<file path="config.mk">
export PLATFORM = sky130hd
export DESIGN_NAME = tx_stream_arbiter
export DESIGN_NICKNAME = d
export VERILOG_FILES = /design/src/rtl/tx_arb_pkg.sv /design/src/rtl/tx_stream_arbiter.sv
export SDC_FILE = /design/constraint.sdc
export NUM_CORES = 1
export LEC_CHECK = 0
export ABC_CLOCK_PERIOD_IN_PS = 2600
export CAP_MARGIN = 15
export CORE_ASPECT_RATIO = 0.5
export CORE_UTILIZATION = 30
export CTS_BUF_LIST = sky130_fd_sc_hd__clkbuf_4 sky130_fd_sc_hd__clkbuf_8
export DETAILED_ROUTE_END_ITERATION = 7
export DONT_BUFFER_PORTS = 1
export MAX_ROUTING_LAYER = met4
export PLACE_DENSITY = 0.4
export SYNTH_ARGS = -nofsm -noshare
export SYNTH_HDL_FRONTEND = slang
export SYNTH_SLANG_ARGS = --single-unit
</file>
<file path="constraint.sdc">
create_clock -name clk -period 2.6 [get_ports clk]
set_input_delay 0.26 -clock clk [delete_from_list [all_inputs] [get_ports clk]]
set_output_delay 0.26 -clock clk [all_outputs]
set_load 0.02 [all_outputs]
</file>
<file path="src/rtl/tx_arb_pkg.sv">
// Shared types and constants for the two-requester UART transmit arbiter.
// Latency: none, this package holds declarations only.
// Backpressure: none, this package holds declarations only.
package tx_arb_pkg;

    localparam int N_REQ  = 2;
    localparam int BYTE_W = 8;

    typedef enum logic [1:0] {
        IDLE   = 2'd0,
        GRANT0 = 2'd1,
        GRANT1 = 2'd2
    } state_t;

endpackage

</file>
<file path="src/rtl/tx_stream_arbiter.sv">
// Packet-level round-robin arbiter that shares one UART byte path between two
// requesters. Latency: 1-cycle grant, then zero-latency pass-through.
// Backpressure: tx_ready goes straight to the granted ready; the other ready stays 0.
module tx_stream_arbiter
    import tx_arb_pkg::*;
#(
    parameter int IDLE_TIMEOUT = 1024,
    parameter int TIMEOUT_W    = 11
) (
    input  logic              clk,
    input  logic              rst,
    input  logic [BYTE_W-1:0] req0_data,
    input  logic              req0_valid,
    input  logic              req0_last,
    output logic              req0_ready,
    input  logic [BYTE_W-1:0] req1_data,
    input  logic              req1_valid,
    input  logic              req1_last,
    output logic              req1_ready,
    output logic [BYTE_W-1:0] tx_data,
    output logic              tx_valid,
    input  logic              tx_ready,
    output logic [N_REQ-1:0]  grant,
    output logic              timeout_pulse
);

    localparam logic [TIMEOUT_W-1:0] CNT_MAX = TIMEOUT_W'(IDLE_TIMEOUT - 1);
    localparam logic [TIMEOUT_W-1:0] CNT_ONE = TIMEOUT_W'(1);

    state_t               state;
    state_t               state_nxt;
    logic                 last_winner;
    logic                 last_winner_nxt;
    logic [TIMEOUT_W-1:0] cnt;
    logic [TIMEOUT_W-1:0] cnt_nxt;
    logic                 timeout_nxt;
    logic                 sel_valid;
    logic                 sel_last;

    // State, round-robin pointer, watchdog counter and the revoke pulse.
    always_ff @(posedge clk) begin
        if (rst) begin
            state         <= IDLE;
            last_winner   <= 1'b1;
            cnt           <= '0;
            timeout_pulse <= 1'b0;
        end else begin
            state         <= state_nxt;
            last_winner   <= last_winner_nxt;
            cnt           <= cnt_nxt;
            timeout_pulse <= timeout_nxt;
        end
    end

    // Arbitration, pass-through mux and watchdog next-state.
    always_comb begin
        state_nxt       = state;
        last_winner_nxt = last_winner;
        cnt_nxt         = cnt;
        timeout_nxt     = 1'b0;
        tx_data         = '0;
        tx_valid        = 1'b0;
        req0_ready      = 1'b0;
        req1_ready      = 1'b0;
        grant           = 2'b00;
        sel_valid       = 1'b0;
        sel_last        = 1'b0;

        case (state)
            IDLE: begin
                // Entering a grant always starts the watchdog from zero.
                cnt_nxt = '0;
                if (req0_valid && req1_valid) begin
                    state_nxt = last_winner ? GRANT0 : GRANT1;
                end else if (req0_valid) begin
                    state_nxt = GRANT0;
                end else if (req1_valid) begin
                    state_nxt = GRANT1;
                end
            end
            GRANT0: begin
                tx_data    = req0_data;
                tx_valid   = req0_valid;
                req0_ready = tx_ready;
                grant      = 2'b01;
                sel_valid  = req0_valid;
                sel_last   = req0_last;
            end
            GRANT1: begin
                tx_data    = req1_data;
                tx_valid   = req1_valid;
                req1_ready = tx_ready;
                grant      = 2'b10;
                sel_valid  = req1_valid;
                sel_last   = req1_last;
            end
            default: begin
                state_nxt = IDLE;
            end
        endcase

        if (state == GRANT0 || state == GRANT1) begin
            if (sel_valid && tx_ready) begin
                cnt_nxt = '0;
                if (sel_last) begin
                    state_nxt       = IDLE;
                    last_winner_nxt = (state == GRANT1);
                end
            end else if (!sel_valid) begin
                // Only a silent requester counts as stalled; valid with
                // tx_ready low is ordinary backpressure and holds the count.
                if (cnt == CNT_MAX) begin
                    state_nxt       = IDLE;
                    last_winner_nxt = (state == GRANT1);
                    cnt_nxt         = '0;
                    timeout_nxt     = 1'b1;
                end else begin
                    cnt_nxt = cnt + CNT_ONE;
                end
            end
        end
    end

endmodule

</file>
==> results of run 1 <==
flip-flops by register name, summed over array words and instances (netlist names):
register       cells
state              2
last_winner        1
timeout_pulse      1
cnt               11
where the power goes:
part	switching, mW	internal [mW]
combinational	0.122	0.0532
sequential	0.0116	0.238
clock	0.0973	0.107
worst reg2reg max path: stages, from the launching register on:
cell and delay, ns:
sky130_fd_sc_hd__dfxtp_1 0.39, sky130_fd_sc_hd__inv_1 0.11, sky130_fd_sc_hd__ha_1 0.39, sky130_fd_sc_hd__a22oi_4 0.35
sky130_fd_sc_hd__nand2_2 0.20, sky130_fd_sc_hd__or4_1 0.53, sky130_fd_sc_hd__a21oi_1 0.15
layout make-up:
type	instances	area (um^2)
inverter	4	15.01
clock inverter	1	5.005
sequential	15	300.3
multi-input combinational	106	683.2
clock buffer	3	41.29
fill	342	2023
tap	40	50.05
placed cells by master, fill, tap and decap left out, types with 2 or more instances in the layout:
cell type,synthesis,final
sky130_fd_sc_hd__a211oi_1,3,3
sky130_fd_sc_hd__a21oi_1,11,11
sky130_fd_sc_hd__a22oi_1,9,9
sky130_fd_sc_hd__a31oi_1,2,2
sky130_fd_sc_hd__and2_1,2,2
sky130_fd_sc_hd__clkbuf_8,0,3
sky130_fd_sc_hd__dfxtp_1,15,15
sky130_fd_sc_hd__ha_1,6,6
sky130_fd_sc_hd__inv_1,4,4
sky130_fd_sc_hd__nand2_1,8,8
sky130_fd_sc_hd__nand2b_1,3,3
sky130_fd_sc_hd__nand3_1,3,3
sky130_fd_sc_hd__nand3b_1,4,4
sky130_fd_sc_hd__nand4_1,2,2
sky130_fd_sc_hd__nor2_1,18,18
sky130_fd_sc_hd__nor2b_1,2,2
sky130_fd_sc_hd__nor3_1,4,4
sky130_fd_sc_hd__nor4_1,6,6
sky130_fd_sc_hd__o21ai_0,2,2
sky130_fd_sc_hd__or3_1,2,2
sky130_fd_sc_hd__or4_1,2,2
sky130_fd_sc_hd__xnor2_1,2,2
per-stage QoR:
stage	utilization, %	cells	hold WS, ns
2_1_floorplan	-	131	0.4246
3_3_place_gp	33.63	165	0.3369
3_5_place_dp	33.63	165	0.3360
4_1_cts	35.11	169	0.06324
5_1_grt	35.11	169	0.05004
6_report	35.11	169	0.06609
logic make-up (layout without fill, tap and decap cells):
group           Yosys count  in the layout
compound gates           38             38
fa+ha+maj                 6              6
flops                    15             15
simple gates             59             59
buf+inv                  10              8
xor+xnor                  2              2
mux                       1              1
metal layers:
layer / vias up / GRT usage (%) / routed length (um)
met4: 0 / 4.068 / 16
met5: - / - / 0
met1: 442 / 23.22 / 1491
met3: 2 / 5.253 / 247
met2: 68 / 24.23 / 1155
li1: 488 / - / -
path summary, 6_finish.rpt:
path / endpoint / depth (start not counted)
hold / removal: cnt[5]$_SDFF_PP0_ / 1
setup reg to reg: cnt[6]$_SDFF_PP0_ / 6
setup / recovery: cnt[6]$_SDFF_PP0_ / 6
hold reg to reg: cnt[10]$_SDFF_PP0_ / 1
==> summary.md, run 1 <==
The run finished with clean final reports. Summed over all layers, the routed wires come to 2910 um. The tightest slew margin relative to the limit came out at 57.66%. The total of cells resized after clock tree synthesis was 0; the number of antenna cells inserted was 0. The commonest cells after synthesis are sky130_fd_sc_hd__nor2_1 (18), sky130_fd_sc_hd__dfxtp_1 (15), sky130_fd_sc_hd__a21oi_1 (11). Setup repair after global routing left no endpoint under its margin. Summed over all cells, the static leakage comes to 0.3397 nW.

The most critical setup path has its startpoint at state[0]$_SDFF_PP0_. By area the synthesized netlist is led by sky130_fd_sc_hd__dfxtp_1 (29%), sky130_fd_sc_hd__ha_1 (7.3%), sky130_fd_sc_hd__a22oi_1 (6.6%). In this run the post-CTS setup repair buffer count came out at 0. After floorplanning, the core was sized to cover 3118 um^2.

Of all cell types, the one taking the most synthesized area is sky130_fd_sc_hd__dfxtp_1. The type of the worst min-delay path is primary input to flip-flop. The clock latency at the later pin of the worst-skew pair came out at 0.25 ns.

The tree is rooted in a sky130_fd_sc_hd__clkbuf_8. The tools report the number of search-and-repair iterations in the first detailed-routing pass as 4. After detailed placement, the total cell area comes to 1049 um^2. The design draws 0.6290 mW. Setup violations remaining at the end of the flow were counted as 0. The ratio of total power to cell area came out at 574.5 nW/um^2.

Among all flip-flop cells after synthesis, the most frequent one is sky130_fd_sc_hd__dfxtp_1. The first global-routing pass estimated 4540 um of wire. After routing the design area is 1095 um^2.

The run gives 131 as the number of cells produced by synthesis. The post-detailed-route count of antenna-violating nets was 0; the count of input and output buffers was 0. The logs give 159 for the count of nets after finishing and 0 for the hold buffer count at CTS. In this run the most critical hold path is launched from rst. For the maximum number of pins on one net before global-route repair, the log shows 14. Subtracting the final worst setup slack from the clock period gives 2.181 ns.

Cell with the biggest individual delay on the critical path: sky130_fd_sc_hd__or4_1. The signal on the critical path passes through inv_1 -> ha_1 -> a22oi_4 -> nand2_2 -> or4_1 -> a21oi_1. The run gives 16.97% as the overall routing resource usage. The largest stage delay on the critical path was 0.53 ns; the number of antenna violations at the first check in global routing was 0. The critical path data arrival time came out at 2.37 ns.

The post-CTS clock slew at the launch and capture registers of the worst setup and hold paths is 0.07 ns, and the post-synthesis instance area is 1022 um^2. In this run the critical register-to-register path is launched from state[0]$_SDFF_PP0_. Clock skew: 0.001582 ns. The tools report the max-cap violation count as 0. The synthesized netlist devotes 7.344% of its cell area to adder and majority cells. The number of buffers and inverters on the critical path was 1; the xor/xnor share of the synthesized area was 1.714%. The die height was 43.28 um; the compound-cell area share of the yosys netlist was 26.68%.

The run gives 0 ns as the setup TNS. Initial core utilization: 32.78%. The remaining global-route overflow was 0; the top fanout value on the critical path was 13.

The worst-case IR drop observed on VDD is 0.0001976 V. The kind of end point of the critical path was a flip-flop. For the deepest level of the CTS H-tree, the log shows 1. The die width was 84.55 um. For this design, the sink count on the clock tree is 15. The worst path meets setup with 0.4194 ns of slack. The Yosys step of the flow raised 0 warnings.

Before CTS, the worst setup slack after placement is 0.4233 ns. The post-synthesis register bit count was 15; the via count of the first global-routing pass was 881. In the final routed layout, each cell accounts on average for 17.22 um. The final hold violation count is 0, and the slew at the pin closest to its max-slew limit is 0.6293 ns. For the area of the die, the log shows 3659 um^2. Detailed-route DRC error count: 0. STA classifies the critical path startpoint as a flip-flop.

After layout, the worst path uses 83.87% of the clock period. The share of the synthesized area in the top cell type is 29.38%. The logs give 1000 for the via total after detailed routing and 160 for the number of nets in the synthesized netlist.

After synthesis, the largest family of logic cells by area is simple AND/OR/NAND/NOR gates. The kind of cell adding the most delay to the critical path was simple AND/OR/NAND/NOR gates. Each instance of the synthesized netlist takes up on average 7.803 um^2. The number of distinct library cell variants in the gate-level netlist after synthesis is 38, and the share of the yosys chip area belonging to registers is 29.38%. The category of the critical setup timing path is flip-flop to flip-flop. The post-route netlist has 6.202% of its cells at a drive strength greater than 1.

Timing would allow up to 458.6 MHz. The simple-gate share of the synthesized area is 30.11%, and the area added between synthesis and finish is 7.099%. Counting along the longest clock path gives a buffer depth of 2.

Across all register-to-register paths, the minimum setup slack is 0.42 ns. For this run, asynchronously set or reset flops after synthesis account for 0%. The number of primary I/O pins came out at 37. Yosys instantiated no cell more often than sky130_fd_sc_hd__nor2_1. The multiplexer area fraction after synthesis was 0.9792%; the violation count after the first detailed-route iteration was 136.

After floorplanning, the core was divided into 14 placement rows. The tools report the number of CTS-inserted buffers as 3. The post-DP HPWL is 2172 um.

The number of enable-type register cells in the synthesized netlist was 0. TritonCTS built the clock tree. The final weighted congestion in routability-driven placement is 0.8168. At the worst endpoint, the required time is 2.79 ns. After detailed routing, the number of vias per cell comes to 5.917.

For the total count of max-transition violations in the final report, the log shows 0.
Power figures use the tool's default switching activity.
==> run 2, diff against run 1 <==
ABC_CLOCK_PERIOD_IN_PS = 2200   (was 2600)
clock period = 2.2 ns   (was 2.6 ns; I/O delays follow)
==> run 2 against run 1 <==
Via count up 0.90%. Clock skew up 0.0075 ns. Final area up 3.9%. Sequential cell count unchanged. Largest power group unchanged. Cell count up 3.0%. Sequential share of layout area down 1.0 points. Largest cell class unchanged.
==> summary.md, run 2 (synthesis results as in run 1) <==
The library cell used most frequently in the layout, excluding fill and tap cells, is sky130_fd_sc_hd__nor2_1. For the remaining global-route overflow, the log shows 0 (unchanged). The final cell count without fillers came out at 174 (+3.0%). The detailed-route DRC error count is 0 (unchanged). The run gives 64.12% (+6.5 points) as the tightest slew margin relative to the limit. The worst hold path belongs to the class primary input to flip-flop. The worst slack on hold paths is 0.01569 ns (-0.05041 ns), and the worst hold path depth is 1 (unchanged). The per-cell via count in the routed design is 5.799 (-2.0%), and the ratio of total power to cell area is 680.3 nW/um^2 (+18%). Worst setup path startpoint: state[0]$_SDFF_PP0_. The deepest level of the CTS H-tree is 1 (unchanged), and the switching part of the total is 36.97% (+0.23 points). The flow ran to the end, and the final reports show no timing, DRC or antenna violations. The leakage power figure is 0.3596 nW (+5.9%). The worst register-to-register path ends at cnt[5]$_SDFF_PP0_. The number of antenna cells inserted is 0 (unchanged). The kind of end point of the critical path was a primary output. The maximum frequency from static timing analysis was 486.8 MHz. The sequential share of power was 38.1% (-1.6 points). Clock tree synthesis selected as its root buffer the cell sky130_fd_sc_hd__clkbuf_8. The library cells used most frequently in the layout, excluding fill and tap cells, are sky130_fd_sc_hd__nor2_1 (17), sky130_fd_sc_hd__dfxtp_1 (15), sky130_fd_sc_hd__a21oi_1 (11). Launch point of the worst reg-to-reg path: state[0]$_SDFF_PP0_. The wire length per cell was 16.70 um (-3.0%); the overall routing resource usage was 17.81% (+0.85 points). The die width is 84.55 um (unchanged).

Slew at the pin closest to its max-slew limit: 0.5333 ns (-0.09599 ns). The switching power is 0.2861 mW (+24%), and the total count of max-transition violations in the final report is 0 (unchanged). The clock skew was 0.009062 ns (+0.007480 ns). The post-detailed-route count of antenna-violating nets was 0 (unchanged).

Critical path data arrival time: 1.83 ns (-0.54 ns). Largest register by flop count: cnt. The wire length reported by the detailed router was 2906 um (-0.14%). The number of CTS-inserted buffers was 3 (unchanged). The highest ir drop seen on vdd is 0.0001871 V (-5.3%). The path with the worst hold slack has its endpoint at cnt[3]$_SDFF_PP0_. The final hold violation count is 0 (unchanged). The initial core utilization came out at 32.78% (unchanged). The tools report the total placed cells including tap cells as 170 (+3.0%). Top fanout value on the critical path: 13 (unchanged). Cell depth of the worst flop-to-flop path: 6 (unchanged).

The largest stage delay on the critical path was 0.41 ns (-0.12 ns); the share of the cycle needed by the critical path after routing was 93.38%. For the number of search-and-repair iterations in the first detailed-routing pass, the log shows 4 (unchanged). The ratio of cells with drive above 1 in the final layout was 10.45% (+4.2 points). TritonCTS built the clock tree. In the final layout, the registers with the most flip-flops are cnt: 11 flops, state: 2 flops.

The share of total power in the clock network is 32.2% (-0.2 points), and the post-DP HPWL is 2201 um (+1.3%). Dominant cell type by count on the critical path: sky130_fd_sc_hd__inv_1. Cell with the biggest individual delay on the critical path: sky130_fd_sc_hd__dfxtp_1. The tools report the number of sinks driven by the clock tree as 15 (unchanged). The hold buffer count at CTS is 0 (unchanged), and the number of antenna violations at the first check in global routing is 0 (unchanged).

Category of the worst setup path launch point: a flip-flop. The clock latency at the later pin of the worst-skew pair is 0.26 ns (about the same). The max-cap violation count came out at 0 (unchanged). The signal on the critical path passes through inv_1 -> ha_1 -> inv_1 -> nor2_1. The post-CTS clock slew at the launch and capture registers of the worst setup and hold paths came out at 0.08 ns (about the same).

For the endpoint required time on the critical path, the log shows 1.98 ns (-0.81 ns). The number of primary I/O pins was 37 (unchanged); the die height was 43.28 um (unchanged). Setup repair after global routing could not meet its margin everywhere.

The via count of the first global-routing pass was 954 (+8.3%). The run gives 4774 um (+5.2%) as the first-pass GRT wire length. For the placed cell area, the log shows 1086 um^2 (+3.6%). The worst hold path begins at rst. The logs give 164 (+3.1%) for the count of nets after finishing and 29.7% (+1.8 points) for the combinational cell fraction of total power.

The number of setup violations in the final report is 0 (unchanged), and the clock tree buffer depth is 2 (unchanged). Via total after detailed routing: 1009 (+0.90%). The tools report the final weighted congestion in routability-driven placement as 0.7345 (-10%). Post-CTS setup repair buffer count: 0 (unchanged). The number of standard-cell rows in the floorplan was 14 (unchanged); the time the worst path needs with I/O delays and setup was 2.054 ns. The area growth from synthesis to layout is 11.26%. The category of the critical setup timing path was flip-flop to primary output.

Number of flip-flops in the largest register: 11 (unchanged). The tools report the reg2reg setup slack as 0.20 ns (-0.22 ns). For the area of the die, the log shows 3659 um^2 (unchanged). The tools report the internal cell power as 0.4877 mW (+23%).

The violation count after the first detailed-route iteration is 75 (-45%), and the finished layout cell area is 1137 um^2 (+3.9%). The run gives 14 (unchanged) as the maximum number of pins on one net before global-route repair. The count of input and output buffers was 0 (unchanged); the area of the placeable core was 3118 um^2 (unchanged).
-- run 2: power by group through the flow --
stage          Combinational [mW]  Sequential (mW)  Clock, mW
2_1_floorplan               0.169            0.297          0
3_3_place_gp                0.233            0.301          0
3_5_place_dp                0.230            0.300          0
4_1_cts                     0.230            0.294      0.253
5_1_grt                     0.256            0.297      0.266
6_report                    0.230            0.295      0.249
-- run 2: metrics by stage --
step | total power [mW] | utilization [%] | setup WS [ns] | TNS (ns)
final | 0.7737 | 36.48 | 0.1456 | 0
after global routing | 0.8193 | 36.48 | -0.01317 | -0.02609
after CTS | 0.7773 | 36.40 | 0.08518 | 0
after detailed placement | 0.5303 | 34.83 | 0.2046 | 0
after global placement | 0.5336 | 34.83 | 0.1772 | 0
after floorplan | 0.4660 | - | 0.4002 | 0
-- run 2: layout make-up --
class                           instances  area, um^2
Tap cell                               40       50.05
Multi-Input combinational cell        106       685.7
Inverter                                4       15.01
Clock buffer                            3       41.29
Timing Repair Buffer                    5       37.54
Sequential cell                        15       300.3
Fill cell                             343        1981
Clock inverter                          1       7.507
-- run 2: worst max-delay path: cells and delay by family, from the launching register on --
kind / cells / cell delay (ns)
flip-flops: 1 / 0.41
buffers and inverters: 2 / 0.36
AND/OR/NAND/NOR: 1 / 0.39
adder cells (fa/ha/maj): 1 / 0.39
-- run 2: how the worst max path moves through the flow --
| stage | to | cells after the start |
|---|---|---|
| detailed placement | cnt[5]$_SDFF_PP0_ | 6 |
| CTS | tx_valid | 4 |
| floorplan | cnt[9]$_SDFF_PP0_ | 6 |
| global route | tx_data[2] | 4 |
| finish | tx_data[0] | 4 |
| global placement | cnt[5]$_SDFF_PP0_ | 6 |
-- run 2: what timing repair did --
item,4_1_cts,5_1_grt
gates resized for setup,0,1
endpoints found under the hold margin,0,0
endpoints found under the setup margin,0,3
-- run 2: metal layers --
metal	wire length, um	track usage [%]	up-vias
li1	-	-	497
met1	1449	23.51	467
met2	1220	27.32	40
met3	201	4.280	5
met4	36	5.085	0
met5	0	-	-
